File: config.mk
export PLATFORM = sky130hd
export DESIGN_NAME = memtest_seq
export DESIGN_NICKNAME = d
export VERILOG_FILES = /design/src/rtl/memtest_seq.sv
export SDC_FILE = /design/constraint.sdc
export NUM_CORES = 1
export LEC_CHECK = 0
export BUFFER_PORTS_ARGS = -buffer_cell sky130_fd_sc_hd__buf_2
export CAP_MARGIN = 20
export CORE_MARGIN = 4
export CORE_UTILIZATION = 35
export CTS_CLUSTER_SIZE = 8
export DETAILED_ROUTE_END_ITERATION = 8
export PLACE_DENSITY = 0.67
export SETUP_SLACK_MARGIN = 0.05
export SLEW_MARGIN = 5
export SYNTH_ARGS = -nofsm -noshare
export SYNTH_HDL_FRONTEND = slang
export SYNTH_SLANG_ARGS = --single-unit
File: constraint.sdc
create_clock -name clk -period 4.7 [get_ports clk]
set_input_delay 0.94 -clock clk [delete_from_list [all_inputs] [get_ports clk]]
set_output_delay 0.94 -clock clk [all_outputs]
set_load 0.05 [all_outputs]
File: src/rtl/memtest_seq.sv
// Pass sequencer for the memory tester: drives the LFSR generator strobes and
// runs write-then-verify passes over [0, len) through a single-outstanding port.
module memtest_seq #(
   parameter int ADDR_W = 24,
   parameter int DATA_W = 16
) (
   input  logic              clk,
   input  logic              rst_n,
   input  logic              start,
   input  logic              stop,
   input  logic [ADDR_W-1:0] len,
   input  logic [7:0]        seed,
   input  logic [DATA_W-1:0] rnd_in,
   output logic              rnd_init,
   output logic              rnd_save,
   output logic              rnd_restore,
   output logic              rnd_next,
   output logic              mem_req,
   output logic              mem_we,
   output logic [ADDR_W-1:0] mem_addr,
   output logic [DATA_W-1:0] mem_wdata,
   input  logic              mem_ack,
   input  logic [DATA_W-1:0] mem_rdata,
   output logic              busy,
   output logic [15:0]       pass_cnt,
   output logic [15:0]       err_cnt,
   output logic              err,
   output logic [ADDR_W-1:0] fail_addr
);

   localparam logic [2:0] S_IDLE    = 3'd0;
   localparam logic [2:0] S_INIT    = 3'd1;
   localparam logic [2:0] S_SAVE    = 3'd2;
   localparam logic [2:0] S_WR      = 3'd3;
   localparam logic [2:0] S_WSTEP   = 3'd4;
   localparam logic [2:0] S_RESTORE = 3'd5;
   localparam logic [2:0] S_RD      = 3'd6;
   localparam logic [2:0] S_RSTEP   = 3'd7;

   localparam logic [ADDR_W-1:0] ADDR_ONE = 1;

   logic [2:0]        state;
   logic [2:0]        state_nx;
   logic [ADDR_W-1:0] addr;
   logic [ADDR_W-1:0] len_q;
   logic [7:0]        seed_q;
   logic [7:0]        init_cnt;
   logic              abort_q;
   logic              abort_now;
   logic              last_word;
   logic              start_ok;
   logic              rd_miss;

   // A stop arriving this cycle is honoured at once, same as a latched one.
   assign abort_now = abort_q | stop;
   assign last_word = (addr == (len_q - ADDR_ONE));
   assign start_ok  = (state == S_IDLE) && start && (len != '0);
   assign rd_miss   = (state == S_RD) && mem_ack && (mem_rdata != rnd_in);

   // NOTE: every variable assigned in always_comb gets a default first so no latch is inferred.
   always_comb begin
      state_nx = state;
      case (state)
         S_IDLE:    if (start_ok) state_nx = S_INIT;
         S_INIT:    if (abort_now) state_nx = S_IDLE;
                    else if (init_cnt == seed_q) state_nx = S_SAVE;
         S_SAVE:    state_nx = abort_now ? S_IDLE : S_WR;
         S_WR:      if (mem_ack) state_nx = abort_now ? S_IDLE : S_WSTEP;
         S_WSTEP:   if (abort_now) state_nx = S_IDLE;
                    else state_nx = last_word ? S_RESTORE : S_WR;
         S_RESTORE: state_nx = abort_now ? S_IDLE : S_RD;
         S_RD:      if (mem_ack) state_nx = abort_now ? S_IDLE : S_RSTEP;
         S_RSTEP:   if (abort_now) state_nx = S_IDLE;
                    else state_nx = last_word ? S_SAVE : S_RD;
         default:   state_nx = S_IDLE;
      endcase
   end

   // NOTE: sequential state uses non-blocking assignments so every register sees pre-edge values.
   always_ff @(posedge clk or negedge rst_n) begin
      if (!rst_n) begin
         state     <= S_IDLE;
         addr      <= '0;
         len_q     <= '0;
         seed_q    <= '0;
         init_cnt  <= '0;
         abort_q   <= 1'b0;
         pass_cnt  <= '0;
         err_cnt   <= '0;
         err       <= 1'b0;
         fail_addr <= '0;
      end else begin
         state <= state_nx;

         if (state_nx == S_IDLE)
            abort_q <= 1'b0;
         else if (stop && state != S_IDLE)
            abort_q <= 1'b1;

         if (start_ok) begin
            len_q     <= len;
            seed_q    <= seed;
            init_cnt  <= '0;
            addr      <= '0;
            pass_cnt  <= '0;
            err_cnt   <= '0;
            err       <= 1'b0;
            fail_addr <= '0;
         end

         if (state == S_INIT)
            init_cnt <= init_cnt + 8'd1;

         if (state == S_SAVE || state == S_RESTORE)
            addr <= '0;
         else if (state == S_WSTEP || state == S_RSTEP)
            addr <= addr + ADDR_ONE;

         if (state == S_RSTEP && last_word && !abort_now)
            pass_cnt <= pass_cnt + 16'd1;

         // The compare still counts on an aborting read ack.
         if (rd_miss) begin
            if (err_cnt != 16'hFFFF)
               err_cnt <= err_cnt + 16'd1;
            if (!err) begin
               err       <= 1'b1;
               fail_addr <= addr;
            end
         end
      end
   end

   assign busy        = (state != S_IDLE);
   assign rnd_init    = (state == S_INIT);
   assign rnd_save    = (state == S_SAVE);
   assign rnd_restore = (state == S_RESTORE);
   assign rnd_next    = (state == S_WSTEP) || (state == S_RSTEP);
   assign mem_req     = (state == S_WR) || (state == S_RD);
   assign mem_we      = (state == S_WR);
   assign mem_addr    = addr;
   assign mem_wdata   = rnd_in;

endmodule

==> impl_metrics.ini <==
[floorplanning]
core-area_mm2 = 0.0205
die_w_um = 153
start_util = 0.360
rows = 52
dieHeight_um = 153
io_pins = 173
die-area_mm2 = 0.0235

[power]
p_clk_frac = 0.337
switchingPower_w = 0.00154
seqPwrFrac = 0.371
power.density_mw_per_mm2 = 454
pwr-share-comb = 0.292
p_sw_frac = 0.377
leakage_nw = 4.54
ir_worst_vdd_uv = 273
internal_power_w = 0.00254

[clock_network]
root_buffer = clkbuf_16
htreeDepth = 4
clk_path_buf_depth = 2
cts_tree = yes
numClockSinks = 125
cts_hold_buffers = 0
cts_buffers = 17
clock_latency_ns = 0.42
cts_setup_buffers = 0
cts_resized = 0
cts.clk_slew.worst_paths_ns = 0.06

[sta]
skew_ns = 0.00756
min_period_over_period = 0.794
slew_headroom = 0.415
finalHoldViolations = 0
final-setup-viol-count = 0
period_needed_ns = 3.73
rsz0062_at_grt = false
setup_tns_ns = 0
slew_violations = 0
worst_pin_slew_ns = 0.875
clock.fmax_mhz = 268

[synth]
avgSynthCellArea_um2 = 8.34
yosys_warnings = 0
synth-main-ff-cell = dfrtp_1
synth_nets = 959
yosysTopAreaCell = dfrtp_1
netlist.area_leader.share = 0.424
synth_edf_count = 0
seq_area_frac_synth = 0.424
syn_area_mm2 = 0.00738
ys_types = 65
synth_area_leaders = dfrtp_1, nand2_1, o21ai_0, xnor2_1, nor2_1
synth_cells = 885
ys_async_sr_fraction = 1.00
ys_ff_latch = 125

[outcome]
outcome = completed

[layout]
nets = 1098
antennaDiodeCount = 0
stdcell_count = 1307
area_delta_synth_final_pct = 21.5
fill_cells = 2042
drive_gt1_frac = 0.227

[drt]
via_count = 6898
ant_nets = 0
drt-pass1-iter-count = 5
drt_iter0_drc = 435
route.detailed.drc = 0
drt-vias-per-instance = 5.28
drt-total-wl_mm = 20.8
detail_route.wl_per_cell_um = 15.9

[global_routing]
overflow = 0
grt_max_degree = 74
globalRouteTotalUtil = 0.176
grt_pass1_wl_mm = 33.9
grt_antenna_before_repair = 1
grt_pass1_vias = 6601

[job]
max-cap-violations = 0

[place]
io_buffers = 172
dpl.cell_count = 1275
hpwl_mm = 15.0
gp_congestion = 0.858

[setup_path]
crit_path_start_kind = flop
cp.required_ns = 3.76
crit_type = reg2out
worst_setup_path_end_kind = output pin
crit_arrival_ns = 2.79
crit_fanout = 24

[hold_path]
min_path_type = reg2reg
## path summary, 6_finish.rpt
check	from	to	slack, ns	cells past startpoint
max in group asynchronous	rst_n	init_cnt[2]	3.29	2
max	state[0]	rnd_next	0.97	6
min reg2reg	seed_q[6]	seed_q[6]	0.50	2
max reg2reg	len_q[0]	pass_cnt[0]	1.11	11
min in group asynchronous	rst_n	fail_addr[10]	0.56	1
min	seed_q[6]	seed_q[6]	0.50	2
## synthesized netlist by cell type (3+ instances only)
master / instances
o41ai_1: 3
a21o_1: 12
o221ai_1: 3
nor4_1: 12
clkbuf_1: 39
a31oi_1: 10
inv_1: 12
nor3b_1: 3
nor2_1: 60
and2_1: 14
o31ai_1: 8
nor2b_1: 15
and3_1: 11
nand2_1: 201
or4_1: 5
o211a_1: 12
o21ai_0: 88
o211ai_1: 8
buf_4: 16
buf_6: 3
or2_2: 4
a21oi_1: 21
a21bo_2: 3
a22o_1: 3
dfrtp_1: 125
mux2i_1: 4
xor2_1: 13
nand4_1: 19
or3_1: 9
ha_1: 5
nand3_1: 32
xnor2_1: 45
and4_1: 9
nor3_1: 17
mux2_2: 3
## layout make-up
class	count	area, µm²	area share
flip-flops and latches	125	3130	0.349
clock buffers	17	425	0.0474
clock inverters	15	186	0.0208
inverters	14	52.6	0.00586
multi-input cells	684	3890	0.434
well taps	270	338	0.0376
repair buffers	182	951	0.106
## cells in the final DEF, fill, tap and decap left out, drive strengths merged, types with 4 or more instances in the layout
cell	instances
a21o	13
a21oi	22
a31oi	10
and2	15
and3	11
and4	9
buf	182
clkbuf	17
clkinv	7
dfrtp	125
ha	5
inv	16
mux2i	4
nand2	201
nand3	32
nand4	19
nor2	60
nor2b	15
nor3	18
nor4	14
o211a	12
o211ai	8
o21ai	88
o31ai	8
or2	4
or3	9
or4	6
xnor2	45
xor2	13
## flip-flops by register name, summed over array words and instances (netlist names)
signal and flops:
fail_addr 24, len_q 24, mem_addr 24, err_cnt 16, pass_cnt 16, init_cnt 8
seed_q 8, state 3, abort_q 1, err 1
## worst max-delay path: stages, from the launching register on
cell and delay (ns):
dfrtp_1 0.56, clkinv_1 0.34, nand2_1 0.24, nand2_1 0.08
nand2_1 0.65, clkinv_1 0.22, buf_2 0.27
## layer usage
| metal | track usage | wire length [µm] | part of all wire |
|---|---|---|---|
| met2 | 0.297 | 10400 | 0.50 |
| met1 | 0.223 | 8940 | 0.43 |
| met3 | 0.0466 | 1120 | 0.054 |
| met5 | 0 | 7 | 0.00034 |
| met4 | 0.0518 | 384 | 0.018 |
## cell families (layout without fill, tap and decap cells)
logic type	after synthesis	in the layout	share of synthesized area
DFF	125	125	0.424
AOI/OAI and AO/OA	189	189	0.165
xor gates and xnor gates	58	58	0.0688
and+or+nand+nor	423	423	0.272
adders and majority gates	7	7	0.0112
muxes	7	7	0.0100
buffers and inverters	76	228	0.0502
## through the flow
| step | cell area, µm² | worst slack [ns] | power (W) | utilization | hold WS, ns |
|---|---|---|---|---|---|
| global route | 8970 | 0.719 | 0.00433 | 0.438 | 0.518 |
| detailed placement | 8360 | 1.13 | 0.00271 | 0.408 | 0.494 |
| finish | 8970 | 0.966 | 0.00408 | 0.438 | 0.505 |
| CTS | 8970 | 0.985 | 0.00411 | 0.438 | 0.509 |
| global placement | 8360 | 1.23 | 0.00269 | 0.408 | 0.486 |
| floorplan | 7380 | 1.43 | 0.00239 | - | 0.467 |
## power by group through the flow
stage	Combinational (W)	Clock [W]	Sequential [W]
2_1_floorplan	0.000966	0	0.00143
3_3_place_gp	0.00117	0	0.00152
3_5_place_dp	0.00118	0	0.00153
4_1_cts	0.00119	0.00140	0.00151
5_1_grt	0.00134	0.00145	0.00154
6_report	0.00119	0.00137	0.00151
No activity file was read; power rests on OpenSTA's default activity.
